File: src/rtl/motor_master_pkg.sv
`default_nettype none
// ============================================================================
// Module   : motor_master_pkg
// Brief    : Shared constants, FSM state type and helpers for motor_master.
// Revision : 1.0
// ============================================================================
package motor_master_pkg;

    localparam logic [3:0] c_TAG_OVF   = 4'hF;
    localparam logic [3:0] c_TAG_MAX   = 4'hE;
    localparam int         c_CNT_W     = 12;
    localparam int         c_ODO_W     = 32;
    localparam int         c_CMD_W     = 24;
    localparam int         c_DIR1_BIT  = 11;
    localparam int         c_DIR2_BIT  = 23;

    typedef enum logic [1:0] {
        ST_IDLE     = 2'd0,
        ST_ISSUE    = 2'd1,
        ST_WAIT_RSP = 2'd2
    } state_t;

    // Tags cycle 0..E; F is reserved for overflow reports.
    function automatic logic [3:0] next_tag(input logic [3:0] t);
        return (t == c_TAG_MAX) ? 4'h0 : t + 4'h1;
    endfunction

    function automatic logic [c_CMD_W-1:0] estop_cmd(input logic [c_CMD_W-1:0] c);
        return {c[c_DIR2_BIT], 11'd0, c[c_DIR1_BIT], 11'd0};
    endfunction

endpackage
`default_nettype wire

File: src/rtl/motor_master_if.sv
`default_nettype none
// ============================================================================
// Module   : motor_master_if
// Brief    : Host command port plus motor command/report bus.
// Revision : 1.0
// ============================================================================
interface motor_master_if;
    import motor_master_pkg::*;

    logic               cmd_valid;
    logic               cmd_ready;
    logic [c_CMD_W-1:0] cmd_data;
    logic [3:0]         m_ctrl;
    logic [c_CMD_W-1:0] m_data;
    logic               m_wr;
    logic [3:0]         r_ctrl;
    logic [c_CMD_W-1:0] r_data;
    logic               r_wr;

    modport master (
        input  cmd_valid, cmd_data, r_ctrl, r_data, r_wr,
        output cmd_ready, m_ctrl, m_data, m_wr
    );

    modport slave (
        output cmd_valid, cmd_data, r_ctrl, r_data, r_wr,
        input  cmd_ready, m_ctrl, m_data, m_wr
    );
endinterface
`default_nettype wire

File: src/rtl/motor_master_odometer.sv
`default_nettype none
// ============================================================================
// Module   : motor_odometer
// Brief    : One channel's signed odometer driven by 12-bit wrapping counts.
// Revision : 1.0
// ============================================================================
module motor_odometer
    import motor_master_pkg::*;
(
    input  wire logic               clk,
    input  wire logic               rst,
    input  wire logic [c_CNT_W-1:0] new_cnt,
    input  wire logic               is_ovf,
    input  wire logic               run_start,
    input  wire logic               clear_last,
    input  wire logic               dir,
    input  wire logic               update,
    output logic      [c_ODO_W-1:0] odo
);
    logic [c_CNT_W-1:0] r_last;
    logic [c_ODO_W-1:0] r_odo;
    logic [c_CNT_W:0]   w_delta;
    logic [c_ODO_W-1:0] w_step;

    always_comb begin
        w_delta = {1'b0, new_cnt - r_last};
        // A fresh overflow run that sees FFF again means the counter went all the way round.
        if (is_ovf && run_start && (&new_cnt) && (&r_last))
            w_delta = {1'b1, {c_CNT_W{1'b0}}};
        w_step = dir ? c_ODO_W'(w_delta) : -c_ODO_W'(w_delta);
    end

    always_ff @(posedge clk) begin
        if (rst) begin
            r_last <= '0;
            r_odo  <= '0;
        end else if (update) begin
            r_odo  <= r_odo + w_step;
            r_last <= clear_last ? '0 : new_cnt;
        end
    end

    assign odo = r_odo;
endmodule
`default_nettype wire

File: src/rtl/motor_master.sv
`default_nettype none
// ============================================================================
// Module   : motor_master
// Brief    : Tagged motor command initiator with report matching and odometers.
// Revision : 1.0
// ============================================================================
module motor_master
    import motor_master_pkg::*;
#(
    parameter int unsigned POLL_CYCLES = 1000000,
    parameter int unsigned TIMEOUT     = 16
) (
    input  wire logic         clk,
    input  wire logic         rst,
    motor_master_if.master    bus,
    input  wire logic         estop,
    output logic [c_ODO_W-1:0] odo1,
    output logic [c_ODO_W-1:0] odo2,
    output logic              rsp_valid,
    output logic [c_CMD_W-1:0] rsp_counts,
    output logic              err_timeout,
    output logic              err_tag,
    output logic              busy
);
    localparam int c_PW = (POLL_CYCLES > 1) ? $clog2(POLL_CYCLES) : 1;
    localparam int c_TW = $clog2(TIMEOUT + 1);

    state_t             r_state, w_state_n;
    logic [3:0]         r_tag;
    logic [c_CMD_W-1:0] r_issue_data, r_last_cmd, r_counts, w_load_data;
    logic [1:0]         r_prev_dir, w_dir;
    logic [c_PW-1:0]    r_poll;
    logic [c_TW-1:0]    r_wait;
    logic               r_prev_ovf, r_err_timeout, r_err_tag;
    logic               w_load, w_timeout, w_match, w_ovf, w_stray, w_poll_hit, w_wait_last;

    assign w_ovf       = bus.r_wr && (bus.r_ctrl == c_TAG_OVF);
    assign w_match     = (r_state == ST_WAIT_RSP) && bus.r_wr && (bus.r_ctrl == r_tag);
    assign w_stray     = bus.r_wr && !w_ovf && !w_match;
    assign w_poll_hit  = (POLL_CYCLES != 0) && (32'(r_poll) == POLL_CYCLES - 1);
    assign w_wait_last = (32'(r_wait) == TIMEOUT - 1);
    // Counts reported now were accumulated under the command in force before the latest issue.
    assign w_dir = (r_state == ST_ISSUE) ? {r_last_cmd[c_DIR2_BIT], r_last_cmd[c_DIR1_BIT]}
                                         : r_prev_dir;

    always_comb begin
        w_state_n   = r_state;
        w_load      = 1'b0;
        w_load_data = r_last_cmd;
        w_timeout   = 1'b0;
        case (r_state)
            ST_IDLE: begin
                if (estop) begin
                    w_load      = 1'b1;
                    w_load_data = estop_cmd(r_last_cmd);
                end else if (bus.cmd_valid) begin
                    w_load      = 1'b1;
                    w_load_data = bus.cmd_data;
                end else if (w_poll_hit) begin
                    w_load      = 1'b1;
                end
                if (w_load)
                    w_state_n = ST_ISSUE;
            end
            ST_ISSUE:    w_state_n = ST_WAIT_RSP;
            ST_WAIT_RSP: begin
                if (w_match) begin
                    w_state_n = ST_IDLE;
                end else if (w_wait_last) begin
                    w_state_n = ST_IDLE;
                    w_timeout = 1'b1;
                end
            end
            default:     w_state_n = ST_IDLE;
        endcase
    end

    always_ff @(posedge clk) begin
        if (rst) begin
            r_state       <= ST_IDLE;
            r_tag         <= '0;
            r_issue_data  <= '0;
            r_last_cmd    <= '0;
            r_counts      <= '0;
            r_prev_dir    <= '0;
            r_poll        <= '0;
            r_wait        <= '0;
            r_prev_ovf    <= 1'b0;
            r_err_timeout <= 1'b0;
            r_err_tag     <= 1'b0;
        end else begin
            r_state    <= w_state_n;
            r_prev_ovf <= w_ovf;
            if (w_load) begin
                r_issue_data <= w_load_data;
                r_poll       <= '0;
            end else if (r_state == ST_IDLE) begin
                r_poll <= r_poll + 1'b1;
            end
            if (r_state == ST_ISSUE) begin
                r_last_cmd <= r_issue_data;
                r_prev_dir <= w_dir;
                r_wait     <= '0;
            end else if (r_state == ST_WAIT_RSP) begin
                r_wait <= r_wait + 1'b1;
            end
            if (w_match || w_timeout)
                r_tag <= next_tag(r_tag);
            if (w_timeout)
                r_err_timeout <= 1'b1;
            if (w_stray)
                r_err_tag <= 1'b1;
            if (w_match)
                r_counts <= bus.r_data;
        end
    end

    motor_odometer u_odo1 (
        .clk        (clk),
        .rst        (rst),
        .new_cnt    (bus.r_data[c_CNT_W-1:0]),
        .is_ovf     (w_ovf),
        .run_start  (!r_prev_ovf),
        .clear_last (w_match),
        .dir        (w_dir[0]),
        .update     (w_ovf || w_match),
        .odo        (odo1)
    );

    motor_odometer u_odo2 (
        .clk        (clk),
        .rst        (rst),
        .new_cnt    (bus.r_data[2*c_CNT_W-1:c_CNT_W]),
        .is_ovf     (w_ovf),
        .run_start  (!r_prev_ovf),
        .clear_last (w_match),
        .dir        (w_dir[1]),
        .update     (w_ovf || w_match),
        .odo        (odo2)
    );

    assign bus.cmd_ready = !rst && (r_state == ST_IDLE) && !estop;
    assign bus.m_wr      = (r_state == ST_ISSUE);
    assign bus.m_ctrl    = r_tag;
    assign bus.m_data    = r_issue_data;
    assign rsp_valid     = w_match;
    assign rsp_counts    = w_match ? bus.r_data : r_counts;
    assign err_timeout   = r_err_timeout;
    assign err_tag       = r_err_tag;
    assign busy          = (r_state != ST_IDLE);
endmodule
`default_nettype wire

File: src/flat_wrapper.sv
// flat-port wrapper written by rule: the top's interface ports become plain ports
module motor_master_flat import motor_master_pkg::*;
#(
    parameter int unsigned POLL_CYCLES = 1000000,
    parameter int unsigned TIMEOUT     = 16
)
  (clk, rst, estop, odo1, odo2, rsp_valid, rsp_counts, err_timeout, err_tag, busy, bus_cmd_valid, bus_cmd_data, bus_r_ctrl, bus_r_data, bus_r_wr, bus_cmd_ready, bus_m_ctrl, bus_m_data, bus_m_wr);
  motor_master_if bus_i ();
  input  wire logic clk;
  input  wire logic rst;
  input  wire logic estop;
  output logic [c_ODO_W-1:0] odo1;
  output logic [c_ODO_W-1:0] odo2;
  output logic rsp_valid;
  output logic [c_CMD_W-1:0] rsp_counts;
  output logic err_timeout;
  output logic err_tag;
  output logic busy;
  input wire logic [$bits(bus_i.cmd_valid)-1:0] bus_cmd_valid;
  input wire logic [$bits(bus_i.cmd_data)-1:0] bus_cmd_data;
  input wire logic [$bits(bus_i.r_ctrl)-1:0] bus_r_ctrl;
  input wire logic [$bits(bus_i.r_data)-1:0] bus_r_data;
  input wire logic [$bits(bus_i.r_wr)-1:0] bus_r_wr;
  output wire logic [$bits(bus_i.cmd_ready)-1:0] bus_cmd_ready;
  output wire logic [$bits(bus_i.m_ctrl)-1:0] bus_m_ctrl;
  output wire logic [$bits(bus_i.m_data)-1:0] bus_m_data;
  output wire logic [$bits(bus_i.m_wr)-1:0] bus_m_wr;
  assign bus_i.cmd_valid = bus_cmd_valid;
  assign bus_i.cmd_data = bus_cmd_data;
  assign bus_i.r_ctrl = bus_r_ctrl;
  assign bus_i.r_data = bus_r_data;
  assign bus_i.r_wr = bus_r_wr;
  assign bus_cmd_ready = bus_i.cmd_ready;
  assign bus_m_ctrl = bus_i.m_ctrl;
  assign bus_m_data = bus_i.m_data;
  assign bus_m_wr = bus_i.m_wr;
  motor_master #(.POLL_CYCLES(POLL_CYCLES), .TIMEOUT(TIMEOUT)) u_core (.clk(clk), .rst(rst), .bus(bus_i), .estop(estop), .odo1(odo1), .odo2(odo2), .rsp_valid(rsp_valid), .rsp_counts(rsp_counts), .err_timeout(err_timeout), .err_tag(err_tag), .busy(busy));
endmodule
File: config.mk
export PLATFORM = sky130hd
export DESIGN_NAME = motor_master_flat
export DESIGN_NICKNAME = d
export VERILOG_FILES = /design/src/rtl/motor_master_pkg.sv /design/src/rtl/motor_master_if.sv /design/src/rtl/motor_master_odometer.sv /design/src/rtl/motor_master.sv /design/src/flat_wrapper.sv
export SDC_FILE = /design/constraint.sdc
export NUM_CORES = 1
export LEC_CHECK = 0
export CORE_MARGIN = 2
export CORE_UTILIZATION = 30
export DETAILED_ROUTE_END_ITERATION = 10
export SYNTH_ARGS = -nofsm -noshare
export SYNTH_HDL_FRONTEND = slang
export SYNTH_SLANG_ARGS = --single-unit
export TNS_END_PERCENT = 30
File: constraint.sdc
create_clock -name clk -period 10.3 [get_ports clk]
set_input_delay 3.09 -clock clk [delete_from_list [all_inputs] [get_ports clk]]
set_output_delay 3.09 -clock clk [all_outputs]
set_load 0.05 [all_outputs]
======== After elaboration in Yosys (flattened, before gate mapping) ========
Index checks and enable logic that the tools add are counted.
word-level totals
  logic and storage cells ................. 85
  output and inout port bits .............. 122
  register bits ........................... 196
  input port bits ......................... 57
cells by class
  reduce and logical (&&, ||, !) cells .... 28
  add/sub/neg operators ................... 9
  muxes and demuxes ....................... 24
  equal/unequal tests ..................... 9
operators with widths
  operator                 count
  $mux W24                 4
  $add A32 B32 Y32         2
  $mux W32                 2
  $neg A13 Y32             2
  $reduce_and A12 Y1       4
  $mux W13                 2
  $mux W12                 2
  $sub A12 B12 Y12         2
  $add A20 B1 Y20 const B  1
  $eq A20 B20 Y1 const B   1
  $logic_and A1 B1 Y1      12
  $eq A4 B4 Y1 const B     2
  $mux W1                  8
  $mux W2                  4
  $pmux W2 S3              1
  $add A5 B1 Y5 const B    1
  $eq A5 B4 Y1 const B     1
  $logic_not A1 Y1         5
  $add A4 B1 Y4 const B    1
  $eq A4 B4 Y1             1
  $mux W4                  1
  $reduce_or A2 Y1         2
  $ne A3 B2 Y1 const B     1
  $eq A2 B1 Y1 const B     1
  other kinds (6)          7

======== Longest topological paths before layout ========
Gate-level depths: netlist of the first run.
  depth after elaboration ................. 9
  mapped depth ............................ 28
  gate-level depth less buffers ........... 28

======== By module ========
A second synthesis of the first run with hierarchy kept.
second synthesis, totals
  cells, all modules ...................... 1693
  area, all modules ....................... 13344.0 um^2
modules (own cells, without submodules)
  module                           area an instance (um^2)  times used  sequential area each (um^2)  cells an instance
  motor_master                     4804.6                   1           2162.1                       614
  motor_odometer at u_core.u_odo1  4319.1                   1           880.8                        541
  motor_odometer at u_core.u_odo2  4220.3                   1           880.8                        538

======== Least setup slack after synthesis of the first run ========
OpenSTA, ideal clock, no wires.
  kind .................................... input-to-output
  start point ............................. input bus_r_ctrl[3]
  end point ............................... output rsp_counts[0]
  buffers on the path ..................... 1
  path slack .............................. 2241 ps
  required time ........................... 7210 ps
  arrival ................................. 4969 ps
  cell stages on the path ................. 5
  cell sequence ........................... xor2_1 -> nor3_1 -> nand4_1 -> clkbuf_1 -> o21ai_0
between the ends
  word-level cells in the longest chain between the ends .. 3
ends and longest elaborated chain
  item                 line                 RTL
  start, declared      flat_wrapper.sv:21   input wire logic [$bits(bus_i.r_ctrl)-1:0] bus_r_ctrl;
  $eq A4 B4 Y1         motor_master.sv:38   assign w_match = (r_state == ST_WAIT_RSP) && bus.r_wr && (bus.r_ctrl == r_tag);
  $logic_and A1 B1 Y1  motor_master.sv:38
  $mux W24             motor_master.sv:147  assign rsp_counts = w_match ? bus.r_data : r_counts;
  end, declared        flat_wrapper.sv:15   output logic [c_CMD_W-1:0] rsp_counts;
No other way between the ends.

======== Final worst setup path of the first run ========
  start point ............................. input bus_r_ctrl[2]
  end point ............................... output rsp_counts[12]
The elaborated chain is that of the path after synthesis.

==> results of run 1 <==
[layout by cell type (no fill, tap or decap), drive strengths merged, types with 15 or more instances in the layout]
master / instances
a21oi: 183
a31oi: 23
nand2: 347
nor2: 129
a22oi: 23
and3: 15
o21ai: 62
xnor2: 52
a211oi: 43
ha: 91
nor2b: 34
nand2b: 15
clkdlybuf4s50: 153
buf: 37
or3: 15
xor2: 52
a21o: 24
inv: 52
nor3: 23
nand4: 28
dfxtp: 196
clkbuf: 18
nand3: 26
[cells by family after synthesis]
| logic type | synth area share (%) |
|---|---|
| AO/OA/AOI/OAI | 22.7 |
| multiplexers | 0.640 |
| buffers and inverters | 3.99 |
| XOR/XNOR | 7.28 |
| AND/OR/NAND/NOR | 24.4 |
| adder cells (fa/ha/maj) | 9.73 |
| flip-flops | 31.3 |
[worst min path at each step]
| stage | depth (start not counted) | endpoint | slack (ps) | start |
|---|---|---|---|---|
| 2_1_floorplan | 2 | u_core.r_last_cmd[0] | 440 | u_core.r_last_cmd[0] |
| 3_3_place_gp | 2 | u_core.r_last_cmd[14] | 440 | u_core.r_last_cmd[14] |
| 3_5_place_dp | 2 | u_core.r_last_cmd[10] | 450 | u_core.r_last_cmd[10] |
| 4_1_cts | 2 | u_core.r_last_cmd[10] | 460 | u_core.r_last_cmd[10] |
| 5_1_grt | 2 | u_core.r_last_cmd[23] | 490 | u_core.bus.m_data[23] |
| 6_report | 2 | u_core.r_last_cmd[10] | 460 | u_core.r_last_cmd[10] |
[routing by layer]
metal	vias to the layer above	share of wire [%]	wire length [microns]	global-route usage, %
li1	6106	-	-	-
met1	5544	50	18300	23.1
met2	224	44	16000	26.0
met3	38	3.8	1370	2.72
met4	0	2.0	735	5.76
met5	-	0	0	0
[through the flow]
stage	std cells	instance area, sq um	setup WS [ps]
after floorplan	1661	12500	2240
after global placement	2303	15000	1360
after detailed placement	2303	15000	1110
after CTS	2333	15700	1440
after global routing	2333	15700	967
final	2333	15700	1480
[critical path: cells and delay by family]
| kind | cells | cell delay (ps) |
|---|---|---|
| AO/OA/AOI/OAI | 1 | 450 |
| buffers and inverters | 2 | 1350 |
| XOR/XNOR | 1 | 150 |
| AND/OR/NAND/NOR | 2 | 670 |
[registers in the layout, summed over array words and instances, names as in the netlist]
register,flops
u_core.u_odo2.odo,32
u_core.err_tag,1
u_core.u_odo1.r_last,12
u_core.bus.m_data,24
u_core.r_prev_dir,2
u_core.r_last_cmd,24
u_core.bus.m_ctrl,4
u_core.r_poll,20
u_core.r_state,2
u_core.r_counts,24
u_core.r_prev_ovf,1
u_core.u_odo2.r_last,12
u_core.err_timeout,1
u_core.u_odo1.odo,32
u_core.r_wait,5
[cell usage after synthesis (15+ instances only)]
cell and n:
clkbuf_1 70, a22oi_1 23, inv_1 49, nor3_1 22
xor2_1 52, a211oi_1 42, nor2_1 129, a21oi_1 183
a31oi_1 21, nor2b_1 34, nand3_1 26, a21o_1 24
ha_1 91, nand2_1 347, xnor2_1 52, o21ai_0 57
nand4_1 28, dfxtp_1 196, and3_1 15
[where the power goes]
| group | leakage (nW) | internal [W] | total (W) | switching [W] |
|---|---|---|---|---|
| combinational | 4.17 | 0.000207 | 0.000541 | 0.000334 |
| sequential | 1.59 | 0.000784 | 0.000808 | 0.0000235 |
| clock | 0.324 | 0.000461 | 0.000776 | 0.000314 |
[cell type report]
cell class	instances	area, sq um
fill	4210	25400
multi-input combinational	1334	8120
sequential	196	3920
timing repair buffer	190	2080
tap	532	666
clock buffer	18	439
clock inverter	12	226
inverter	51	191
==> impl_results.md, run 1 <==
- Clock tree buffer depth: 2
- Arr. time, crit path: around 5700 ps
- Std cell rows: 74
- Cell Pwr Density: about 140 mW/mm^2
- Max Fclk: 113 MHz
- Mapped Area: 0.0125 sq mm
- Clk sinks: between 150 and 200
- Critical path cell sequence: clkdlybuf4s50_1, xor2_1, nor3_1, nand4_1, o21ai_0, clkdlybuf4s50_1
- Area grow syn2layout: 25.0%
- Die H: ~210 microns
- DR pass1 iterations: 5
- Worst-case reg-to-reg path depth: 24
- R2r endpoint: u_core.u_odo1.odo[30]
- Worst-Margin Slew: ~1200 ps
- Worst setup EP type: output pin
- YS warnings: 0
- Net Count, Synth: 1,813
- Worst setup path endpoint: rsp_counts[12]
- Max incr delay on CP: approximately 910 ps
- Die Area: 0.0434 sq mm
- Initial core utilization: a little under a third
- Vias: 11.9k
- Kind of critical path: input pin to output pin
- CP required: between 7000 and 8000 ps
- Crit share post-route: between 80% and 90%
- Top FF cell, synth: dfxtp_1
- DR WL/cell: between 15 and 20 microns
- Share of the synthesized area in the top cell type: 31.3%
- Clock root buffer: clkbuf_16
- Hold buffer count at cts: 0
- Placeable Area: roughly 0.041 sq mm
- WHS: around 460 ps
- Yosys cell types: 74
- Startpoint Class: input pin
- Slew headroom: a little over a fifth
- Overall routing resource usage: around 17%
- Post-CTS Setup Inserts: 0
- Register bit total from synthesis: about 200
- Gp weighted congestion: about 0.87
- DRC violations left: 0
- Post-route setup TNS: 0 ps
- HP Class: register to register
- FFs w/ async S/R, synth: 0%
- Vias in the first global route: 11.2k
- Antenna cells: 0
- Post-Route Skew: approximately 12 ps
- Ports: about 180
- Min Tclk post-route: between 8000 and 9000 ps
- Status: complete, no violations
- Slew Viols, Final: 0
- Worst-path fanout max: 12
- Post-synth top area cell: dfxtp_1
- Critical path's most frequent cell: clkdlybuf4s50_1
- Layout cells sized above 1: under 10%
- Setup violators final: 0
- Seq/Total Area, Yosys: 31.3%
- Synth Instances: between 1.5k and 2k
- Die W: between 200 and 250 microns
- Initial antenna violation count: 0
- Worst Setup SP: bus_r_ctrl[2]
- PortBufs: about 180
- Critical register-to-register path startpoint: u_core.u_odo1.r_last[6]
- Vias per cell: 5.11
- Antenna-violating nets left: 0
- Clk Latency, worst-skew pair: approximately 460 ps
- Slowest cell on the critical path: clkdlybuf4s50_1
- Number of flops mapped to enable cells by yosys: 0
- Power Total: between 0.002 and 0.0025 W
- Clock transition at path regs: roughly 70 ps
- Final Hold Fails: 0
- Largest net degree at the start of global routing: around 70
- Leakage Power: approximately 6.1 nW
- Synth Area per Inst: ~7.5 sq um
- Max-cap violations: 0
- Post-CTS resize count: 0
- CTS tree: done
- Util after Layout: about two fifths
- GR Overflow Total: 0
- Hpwl dp: 27,000 microns
- FF-to-FF setup slack: roughly 4400 ps
- Peak supply drop: between 0.1 and 0.15 mV
- RSZ-0062 raised after global routing: false
- TritonCTS buffer count: 17
- Synth area leaders: dfxtp_1 (31%), nand2_1 (10%), ha_1 (9.1%)
- Initial DRC count: 761
- Final nets: roughly 1.9k
- Post-Route WL: approximately 36,000 microns
- H-tree depth: 4
- Global-route wire length before repair: ~59,000 microns
No activity file was read; power rests on OpenSTA's default activity.
==> run 2, diff against run 1 <==
- SKIP_CTS_REPAIR_TIMING: not set -> 1
==> results of run 2 <==
Final layout, timing and power as in run 1 (identical DEF).
==> run 3, diff against run 2 <==
- ABC_CLOCK_PERIOD_IN_PS: not set -> 10300
- CAP_MARGIN: not set -> 20
- CORE_MARGIN: 2 -> not set
==> run 3 against run 2 <==
The flow now finishes with violations (design-rule violations). Die area shrank 1.9%. Final cell count about the same. Highest routed layer unchanged. Critical path type is now input pin to register. Core utilization down 0.091 points. Non-clock buffer count did not move. Setup slack better by 18 ps. Worst hold slack worse by 0.85 ps. First-iteration DRC count is 24% higher.
==> impl_results.md, run 3 (synthesis gave the netlist of run 1 again) <==
- Startpoint Class: input pin
- Hpwl dp: 26,600 microns (-1.3%)
- Worst-Margin Slew: 1020 ps (-148 ps)
- Status: complete, but fails checks
- Vias per cell: 5.12 (+0.28%)
- Hold_sp: u_core.r_last_cmd[9]
- Final Hold Fails: 0 (unchanged)
- Ports: 179 (unchanged)
- Clk Latency, worst-skew pair: 470 ps (about the same)
- Die Area: 0.0426 sq mm (-1.9%)
- Leakage Power: 6.06 nW (-0.38%)
- GR Overflow Total: 0 (unchanged)
- Gp weighted congestion: 0.934 (+6.8%)
- Arr. time, crit path: 9160 ps (+3430 ps)
- Std cell rows: 74 (unchanged)
- Slew Viols, Final: 0 (unchanged)
- CP required: 10,660 ps (+3450 ps)
- Antenna cells: 0 (unchanged)
- Clock transition at path regs: 90 ps (+20 ps)
- H-tree depth: 4 (unchanged)
- Initial DRC count: 941 (+24%)
- Placed insts: 2,302 (-0.043%)
- Overall routing resource usage: 17.0% (+0.40 points)
- Worst setup EP type: register
- Largest net degree at the start of global routing: 72 (unchanged)
- Post-Route Skew: 13.9 ps (+1.80 ps)
- FF-to-FF setup slack: 4430 ps (+80 ps)
- Area grow syn2layout: 24.7%
- Setup violators final: 0 (unchanged)
- Post-Route WL: 36,000 microns (-1.2%)
- Global-route wire length before repair: 58,000 microns (-1.9%)
- PortBufs: 178 (unchanged)
- Clk sinks: 196 (unchanged)
- Filler cells: 4,138 (-1.7%)
- Commonest non-fill, non-tap cell in the layout: nand2_1
- Commonest cells after routing, fill and taps aside: nand2_1 (345), dfxtp_1 (196), a21oi_1 (183), clkdlybuf4s50_1 (154), nor2_1 (128)
- Die H: 206 microns (-0.96%)
- TritonCTS buffer count: 17 (unchanged)
- Layout cells sized above 1: 5.27% (+0.050 points)
- Hold EP: u_core.r_last_cmd[9]
- Worst-case reg-to-reg path depth: 27 (+13%)
- Placeable Area: 0.0410 sq mm (unchanged)
- WHS: 457 ps (-0.854 ps)
- Die W: 206 microns (-0.96%)
- PnR worst setup slack: 1500 ps (+18.3 ps)
- Crit share post-route: 85.4% (-0.18 points)
- RSZ-0062 raised after global routing: false
- DR pass1 iterations: 8 (+3)
- Min Tclk post-route: 8800 ps (-18.3 ps)
- Worst-path fanout max: 15 (+3)
- DRC violations left: 12 (+12)
- Final nets: 1,942 (unchanged)
- Clock root buffer: clkbuf_16
- Initial core utilization: 30.5% (unchanged)
- Cell Pwr Density: 131 mW/mm^2 (-3.1%)
- DR WL/cell: 15.4 microns (-1.3%)
- WHS Path Cells: 2 (unchanged)
- Vias: 12.0k (+0.36%)
- Post-route setup TNS: 0 ps (unchanged)
- Dpl ws: 1070 ps (-43.5 ps)
- Clock tree buffer depth: 2 (unchanged)
- CTS tree: done
- Slew headroom: 31.7% (+10 points)
- Max-cap violations: 0 (unchanged)
- Violations in the final reports: design-rule violations
- Final non-filler cell total: 2,335 (+0.086%)
- Kind of critical path: input pin to register
- R2r endpoint: u_core.u_odo1.odo[30]
- Antenna-violating nets left: 0 (unchanged)
- Max Fclk: 114 MHz (+0.21%)
- Vias in the first global route: 11.1k (-0.79%)
- Critical register-to-register path startpoint: u_core.u_odo1.r_last[0]
- Peak supply drop: 0.105 mV (-3.7%)
- HP Class: register to register
- Initial antenna violation count: 0 (unchanged)
- Power Total: 0.00205 W (-3.4%)
run 3: cell types whose count changed in the layout (fill, tap and decap cells not counted), sizes merged:
cell,delta
clkdlybuf4s50,+1
buf,-1
clkbuf,-1
clkinv,+2
clkinvlp,-1
bufinv,-6
inv,+8
run 3: layout make-up:
| class | instances | area [sq um] | share of cell area [%] |
|---|---|---|---|
| clock buffers | 17 | 425 | 2.72 |
| clock inverters | 15 | 196 | 1.26 |
| inverters | 51 | 191 | 1.23 |
| multi-input cells | 1334 | 8120 | 52.0 |
| flip-flops and latches | 196 | 3920 | 25.1 |
| well taps | 532 | 666 | 4.26 |
| repair buffers | 190 | 2090 | 13.4 |
run 3: worst max-delay path: stages:
cell,delay (ps)
clkdlybuf4s50_1,500
nand4_1,130
inv_1,90
nand2_1,80
nor2_1,230
and3_1,550
clkinv_1,370
nand2b_1,200
ha_1,200
inv_1,90
nor2_1,170
nand3_1,110
nor2_1,380
and2_1,200
ha_1,220
nand2_1,50
o21ai_0,120
ha_1,370
nand2_1,100
o21ai_0,100
a221oi_1,350
o221ai_1,240
o22ai_2,230
o21a_1,200
o21bai_1,150
a221oi_1,380
xor2_1,180
o21ai_1,70
run 3: power by group:
group          switching, W  leakage [nW]  internal (W)  total [W]
Combinational      0.000334          4.17      0.000208   0.000542
Clock              0.000367         0.302      0.000336   0.000703
Sequential        0.0000232          1.59      0.000784   0.000807
run 3: stage by stage:
step / utilization, % / instance area [sq um]
after detailed placement: 36.5 / 15000
after floorplan: - / 12500
after CTS: 38.0 / 15600
after global placement: 36.5 / 15000
after global routing: 38.1 / 15600
final: 38.1 / 15600
run 3: how the worst max path moves through the flow:
stage	slack (ps)	startpoint	endpoint
6_report	1500	bus_r_ctrl[1]	u_core.u_odo1.odo[30]
5_1_grt	990	bus_r_ctrl[2]	u_core.u_odo1.odo[30]
4_1_cts	1590	bus_r_ctrl[1]	u_core.u_odo1.odo[30]
3_5_place_dp	1070	bus_r_ctrl[1]	u_core.u_odo1.odo[30]
3_3_place_gp	1290	bus_r_ctrl[3]	u_core.u_odo1.odo[30]
2_1_floorplan	2240	bus_r_ctrl[3]	rsp_counts[0]
run 3: layer usage:
layer,GRT usage [%],wire [microns],vias to the layer above
met5,0,0,-
met4,6.17,806,0
met3,2.59,1330,45
met2,26.5,15800,230
met1,23.6,18000,5573
li1,-,-,6107
